## config.mk

```make
export PLATFORM = sky130hd
export DESIGN_NAME = mem_port_arbiter_flat
export DESIGN_NICKNAME = d
export VERILOG_FILES = /design/src/rtl/mem_port_arbiter_if.sv /design/src/rtl/mem_port_arbiter.sv /design/src/flat_wrapper.sv
export SDC_FILE = /design/constraint.sdc
export NUM_CORES = 1
export LEC_CHECK = 0
export ABC_AREA = 1
export BUFFER_PORTS_ARGS = -buffer_cell sky130_fd_sc_hd__buf_2
export CAP_MARGIN = 20
export CORE_AREA = 2 2 105 107
export CTS_CLUSTER_SIZE = 20
export DETAILED_ROUTE_END_ITERATION = 8
export DIE_AREA = 0 0 107 109
export PLACE_DENSITY = 0.56
export SLEW_MARGIN = 20
export SYNTH_ARGS = -nofsm -noshare
export SYNTH_HDL_FRONTEND = slang
export SYNTH_SLANG_ARGS = --single-unit
```

## constraint.sdc

```tcl
create_clock -name clk -period 1.3 [get_ports clk]
set_input_delay 0.26 -clock clk [delete_from_list [all_inputs] [get_ports clk]]
set_output_delay 0.26 -clock clk [all_outputs]
set_load 0.01 [all_outputs]
```

## src/rtl/mem_port_arbiter_if.sv

```systemverilog
`default_nettype none
// ============================================================================
// mem_port_arbiter_if
// Fetch/data requester signals and shared memory port signals for the arbiter.
// Revision: 1.0
// ============================================================================
interface mem_port_arbiter_if #(
  parameter int ADDR_W = 32
);
  logic              i_req;
  logic [ADDR_W-1:0] i_addr;
  logic              i_gnt;
  logic              i_rvalid;
  logic [31:0]       i_rdata;

  logic              d_req;
  logic [ADDR_W-1:0] d_addr;
  logic [31:0]       d_wdata;
  logic [3:0]        d_we;
  logic              d_gnt;
  logic              d_rvalid;
  logic [31:0]       d_rdata;

  logic [ADDR_W-1:0] m_addr;
  logic [31:0]       m_wdata;
  logic [3:0]        m_we;
  logic [31:0]       m_rdata;

  // Arbiter side
  modport slave (
    input  i_req, i_addr, d_req, d_addr, d_wdata, d_we, m_rdata,
    output i_gnt, i_rvalid, i_rdata, d_gnt, d_rvalid, d_rdata,
    output m_addr, m_wdata, m_we
  );

  // Requester and memory side
  modport master (
    output i_req, i_addr, d_req, d_addr, d_wdata, d_we, m_rdata,
    input  i_gnt, i_rvalid, i_rdata, d_gnt, d_rvalid, d_rdata,
    input  m_addr, m_wdata, m_we
  );
endinterface
`default_nettype wire

```

## src/rtl/mem_port_arbiter.sv

```systemverilog
`default_nettype none
// ============================================================================
// mem_port_arbiter
// Round-robin arbiter sharing one single-cycle memory port between fetch and data.
// Revision: 1.0
// ============================================================================
module mem_port_arbiter #(
  parameter int ADDR_W = 32
) (
  input  wire logic         clk,
  input  wire logic         reset,
  mem_port_arbiter_if.slave bus
);

  logic              r_last_d;   // 1: D was granted most recently
  logic              r_pending;
  logic              r_owner_d;
  logic              r_wr;

  logic              w_i_gnt;
  logic              w_d_gnt;
  logic              w_i_rvalid;
  logic              w_d_rvalid;
  logic [ADDR_W-1:0] w_m_addr;
  logic [31:0]       w_m_wdata;
  logic [3:0]        w_m_we;

  always_comb begin
    w_i_gnt = 1'b0;
    w_d_gnt = 1'b0;
    if (!reset) begin
      if (bus.i_req && bus.d_req) begin
        w_i_gnt = r_last_d;
        w_d_gnt = !r_last_d;
      end else begin
        w_i_gnt = bus.i_req;
        w_d_gnt = bus.d_req;
      end
    end
  end

  always_comb begin
    w_m_addr  = bus.i_addr;
    w_m_wdata = 32'd0;
    w_m_we    = 4'd0;
    if (w_d_gnt) begin
      w_m_addr  = bus.d_addr;
      w_m_wdata = bus.d_wdata;
      w_m_we    = bus.d_we;
    end
  end

  always_ff @(posedge clk) begin
    if (reset) begin
      r_last_d  <= 1'b0;
      r_pending <= 1'b0;
      r_owner_d <= 1'b0;
      r_wr      <= 1'b0;
    end else begin
      r_pending <= w_i_gnt | w_d_gnt;
      r_owner_d <= w_d_gnt;
      r_wr      <= w_d_gnt && (bus.d_we != 4'd0);
      if (w_i_gnt || w_d_gnt) begin
        r_last_d <= w_d_gnt;
      end
    end
  end

  // Reset in the response cycle drops the outstanding response.
  assign w_i_rvalid = r_pending && !r_owner_d && !reset;
  assign w_d_rvalid = r_pending &&  r_owner_d && !reset;

  assign bus.i_gnt    = w_i_gnt;
  assign bus.d_gnt    = w_d_gnt;
  assign bus.i_rvalid = w_i_rvalid;
  assign bus.d_rvalid = w_d_rvalid;
  assign bus.i_rdata  = w_i_rvalid ? bus.m_rdata : 32'd0;
  assign bus.d_rdata  = (w_d_rvalid && !r_wr) ? bus.m_rdata : 32'd0;
  assign bus.m_addr   = w_m_addr;
  assign bus.m_wdata  = w_m_wdata;
  assign bus.m_we     = w_m_we;

endmodule
`default_nettype wire
```

## src/flat_wrapper.sv

```systemverilog
// flat-port wrapper written by rule: the top's interface ports become plain ports
module mem_port_arbiter_flat 
#(
  parameter int ADDR_W = 32
)
  (clk, reset, bus_i_req, bus_i_addr, bus_d_req, bus_d_addr, bus_d_wdata, bus_d_we, bus_m_rdata, bus_i_gnt, bus_i_rvalid, bus_i_rdata, bus_d_gnt, bus_d_rvalid, bus_d_rdata, bus_m_addr, bus_m_wdata, bus_m_we);
  mem_port_arbiter_if #(.ADDR_W(ADDR_W)) bus_i ();
  input  wire logic clk;
  input  wire logic reset;
  input wire logic [$bits(bus_i.i_req)-1:0] bus_i_req;
  input wire logic [$bits(bus_i.i_addr)-1:0] bus_i_addr;
  input wire logic [$bits(bus_i.d_req)-1:0] bus_d_req;
  input wire logic [$bits(bus_i.d_addr)-1:0] bus_d_addr;
  input wire logic [$bits(bus_i.d_wdata)-1:0] bus_d_wdata;
  input wire logic [$bits(bus_i.d_we)-1:0] bus_d_we;
  input wire logic [$bits(bus_i.m_rdata)-1:0] bus_m_rdata;
  output wire logic [$bits(bus_i.i_gnt)-1:0] bus_i_gnt;
  output wire logic [$bits(bus_i.i_rvalid)-1:0] bus_i_rvalid;
  output wire logic [$bits(bus_i.i_rdata)-1:0] bus_i_rdata;
  output wire logic [$bits(bus_i.d_gnt)-1:0] bus_d_gnt;
  output wire logic [$bits(bus_i.d_rvalid)-1:0] bus_d_rvalid;
  output wire logic [$bits(bus_i.d_rdata)-1:0] bus_d_rdata;
  output wire logic [$bits(bus_i.m_addr)-1:0] bus_m_addr;
  output wire logic [$bits(bus_i.m_wdata)-1:0] bus_m_wdata;
  output wire logic [$bits(bus_i.m_we)-1:0] bus_m_we;
  assign bus_i.i_req = bus_i_req;
  assign bus_i.i_addr = bus_i_addr;
  assign bus_i.d_req = bus_d_req;
  assign bus_i.d_addr = bus_d_addr;
  assign bus_i.d_wdata = bus_d_wdata;
  assign bus_i.d_we = bus_d_we;
  assign bus_i.m_rdata = bus_m_rdata;
  assign bus_i_gnt = bus_i.i_gnt;
  assign bus_i_rvalid = bus_i.i_rvalid;
  assign bus_i_rdata = bus_i.i_rdata;
  assign bus_d_gnt = bus_i.d_gnt;
  assign bus_d_rvalid = bus_i.d_rvalid;
  assign bus_d_rdata = bus_i.d_rdata;
  assign bus_m_addr = bus_i.m_addr;
  assign bus_m_wdata = bus_i.m_wdata;
  assign bus_m_we = bus_i.m_we;
  mem_port_arbiter #(.ADDR_W(ADDR_W)) u_core (.clk(clk), .reset(reset), .bus(bus_i));
endmodule
```

Word-level counts from Yosys, hierarchy flattened
Cells that the tools add are included.

word-level totals
  flip-flop bits (word level) = 4
  input port bits = 136
  output and inout port bits = 136
  logic and storage cells = 27

cells by class
  muxes and demuxes = 9
  bitwise gates (word level) = 1
  reductions and logical operators = 13

operator list
  operator           count
  $mux 32            4
  $logic_and 1x1->1  7
  $logic_not 1->1    4
  $mux 1             4
  $mux 4             1
  $reduce_bool 4->1  1
  $logic_or 1x1->1   1
  $or 1x1->1         1

Logic depth before layout (Yosys ltp)
  depth after elaboration = 4
  gate-level depth with buffers = 5
  gate-level depth less buffers = 4

Least setup slack after synthesis
No wires, ideal clock.

  path type = reg-to-output
  start = register u_core.r_owner_d
  end = output bus_d_rdata[10]
  data arrival time = 967 ps
  required time = 1040 ps
  path slack = 73 ps
  cell stages (with the launch flop) = 6
  buffers on the path = 1
  path through = dfxtp_1 nand2_1 nor2_2 nand2_1 buf_2 nor2_1

on the way
  word-level cells in the longest chain between the ends = 4

RTL lines
  item                            RTL line                RTL
  start, declared                 mem_port_arbiter.sv:17  logic r_owner_d;
  start signal, assigned          mem_port_arbiter.sv:61  r_owner_d <= w_d_gnt;
  $logic_and 1x1->1 (2 in a row)  mem_port_arbiter.sv:71  assign w_d_rvalid = r_pending && r_owner_d && !reset;
  via bus_d_rvalid                flat_wrapper.sv:21      output wire logic [$bits(bus_i.d_rvalid)-1:0] bus_d_rvalid;
  $logic_and 1x1->1               mem_port_arbiter.sv:78  assign bus.d_rdata = (w_d_rvalid && !r_wr) ? bus.m_rdata : 32'd0;
  $mux 32                         mem_port_arbiter.sv:78
  end, declared                   flat_wrapper.sv:22      output wire logic [$bits(bus_i.d_rdata)-1:0] bus_d_rdata;

The timed path passes the listed nets, and every way through them passes these cells.

Worst setup path after layout
  start = register u_core.r_owner_d
  end = output bus_d_rdata[9]

on the way
  word-level cells in the longest chain between the ends = 4

RTL lines
  item                            RTL line
  $logic_and 1x1->1 (2 in a row)  mem_port_arbiter.sv:71
  $logic_and 1x1->1               mem_port_arbiter.sv:78
  $mux 32                         mem_port_arbiter.sv:78

Every way passes these cells.

==> flow_summary.yaml <==
synth:
  yosys_warnings: 0
  synth-compound-area-share_pct: 1.08
  ys_seq_area_share_pct: 5.76
  syn_inst: 315
  synth_adder_area_share_pct: 0
  synth_area_per_cell_sq_um: 4.42
  synth_xor_area_share_pct: 0
  synth_top_family_by_area: "simple AND/OR/NAND/NOR gates"
  ys_ff_latch: 4
  synthMuxAreaShare_pct: 0
  syn_area_sq_um: 1390
  yosysUniqueCellTypes: 13
  synthSimpleGateAreaFrac_pct: 63.7
  syn-num-nets: 451
setup_path:
  crit_end: "bus_d_rdata[9]"
  critPathKind: "reg2out"
  worst_ep_arrival_time_ps: 1310
  setup.worst_path.start_class: "flip-flop"
  reg2reg_from: "u_core.r_last_d"
  cp-startpoint: "u_core.r_owner_d"
  end_kind: "output port"
  r2r_slack_ps: 220
  r2r_end: "u_core.r_last_d"
  path_max_fanout: 8
  cp.required_ps: 1040
  reg2reg_depth: 6
cells_and_area:
  final_common_cell: "buf_2"
  n_antenna_cell: 0
  final_nets: 744
  area_growth_pct: 204
  drive_gt1_share_pct: 65.5
  fin_util_pct: 39.8
  final_cell_mix: "buf_2 (228), inv_1 (73), nand2_1 (56)"
power_and_ir_drop:
  powerDensity_nw_per_um2: 389
  totalPowerFinal_mw: 1.64
  ir_drop_v: 0.000194
  p_leak_nw: 2.63
die:
  dieArea_sq_um: 11700
  die_y_um: 109
  initial_core_util_pct: 13.1
  die_w_um: 107
  rows: 38
  ios: 272
  core_area_sq_um: 10600
clocking:
  htree_levels: 1
  ctsRootBufferMaster: "clkbuf_8"
  cts_buffers: 3
  clk_pin_slew_ps: 30
  clock_latency_ps: 220
  cts_tree: "done"
  cts.path.max_buffers: 2
  cts.sinks: 4
  cts_hold_buf: 0
min_path:
  hold_class: "in2reg"
route:
  viasPerCell: 4.01
  post_drt_wl_per_cell_um: 13.7
  dr.pass1.iters: 4
  drc_errors: 0
  finalWirelength_mm: 10.2
  ant_nets: 0
  drt_iter0_markers: 132
  num_vias: 2993
sta:
  setup_slack_ps: -272
  min_period_ps: 1570
  worst_pin_slew_ps: 199
  rsz0062_at_grt: "yes"
  fin_crit_sh_pct: 121
  fmax_mhz: 636
  drv_slew: 0
  finalHoldViolations: 0
  hold_slack_ps: 281
  slew_headroom_pct: 86.8
  finalSetupViolations: 134
  skew_ps: 1.67
global_route:
  grt_max_degree: 34
  grt_pass1_vias: 2515
  overflow: 0
  grt_pass1_wl_mm: 12.0
  grt_antenna_before_repair: 0
  track_usage_pct: 13.0
place:
  pre_cts_ws_ps: -114
  hpwl_mm: 6.59
  numPortBuffers: 271
  finalWeightedCongestion: 0.758
run_status:
  violations: "negative setup slack"
  status: "finished, violations left"
flow_run:
  cap_violations: 0
-- layout make-up --
type | instances | area (sq um)
inverters | 76 | 293
well taps | 140 | 175
repair buffers | 311 | 2330
flip-flops and latches | 4 | 83.8
clock buffers | 3 | 41.3
multi-input cells | 212 | 1300
fillers | 1083 | 6380
-- worst max-delay path, stage by stage (launching register included) --
cell	delay (ps)
dfxtp_2	330
nand2_2	60
nor2_4	140
nand2_4	130
clkbuf_16	210
nor2_1	80
buf_2	140
-- cells by family (layout without fill, tap and decap cells) --
kind of cell,after synthesis,in the layout
AOI/OAI and AO/OA,3,3
and+or+nand+nor,209,209
DFF,4,4
buffers and inverters,99,390
-- timing repair --
action | CTS | global route
endpoints found under the setup margin | 135 | 136
gates resized for setup | 33 | 149
setup buffers | 2 | 8
gates cloned | 5 | 10
pin swaps | 0 | 6
-- state kept, by name, indices dropped and copies added, names as in the netlist --
register and flops:
u_core.r_last_d 1, u_core.r_owner_d 1, u_core.r_pending 1, u_core.r_wr 1
-- how the worst min path moves through the flow --
stage,start,end,depth (start not counted)
after floorplan,reset,u_core.r_pending,1
after global placement,u_core.r_last_d,u_core.r_last_d,2
after detailed placement,u_core.r_last_d,u_core.r_last_d,2
after CTS,reset,u_core.r_pending,2
after global routing,reset,u_core.r_pending,2
final,reset,u_core.r_pending,2
-- per-layer routing --
metal,up-vias,global-route usage (%),part of all wire [%],wire [um]
met5,-,0,0,0
met4,0,3.15,1.9,196
met3,10,1.37,7.1,721
li1,1511,-,-,-
met2,166,27.0,55,5580
met1,1306,13.8,36,3700
-- stage by stage --
step,TNS [ps],area [sq um],cells
2_1_floorplan,0,1390,315
3_3_place_gp,-3400,3030,720
3_5_place_dp,-4290,3030,720
4_1_cts,-22210,3320,730
5_1_grt,-35610,4220,746
6_report,-26720,4220,746
-- Yosys cell counts --
library cell | instances | area, sq um
a21oi_1 | 2 | 10.0
nand3_4 | 1 | 17.5
nor2_1 | 103 | 387
buf_4 | 4 | 30.0
nand2_1 | 70 | 263
inv_2 | 1 | 3.75
nor2_2 | 1 | 6.26
buf_2 | 19 | 95.1
nand4_1 | 32 | 200
dfxtp_1 | 4 | 80.1
inv_1 | 75 | 282
o21ai_0 | 1 | 5.00
nand2_2 | 2 | 12.5
-- power by group --
part	total [mW]	internal, mW	switching [mW]
logic	1.24	0.618	0.623
registers	0.140	0.134	0.00634
clock network	0.261	0.197	0.0639
Note: power is estimated with default switching activity, not from simulation.
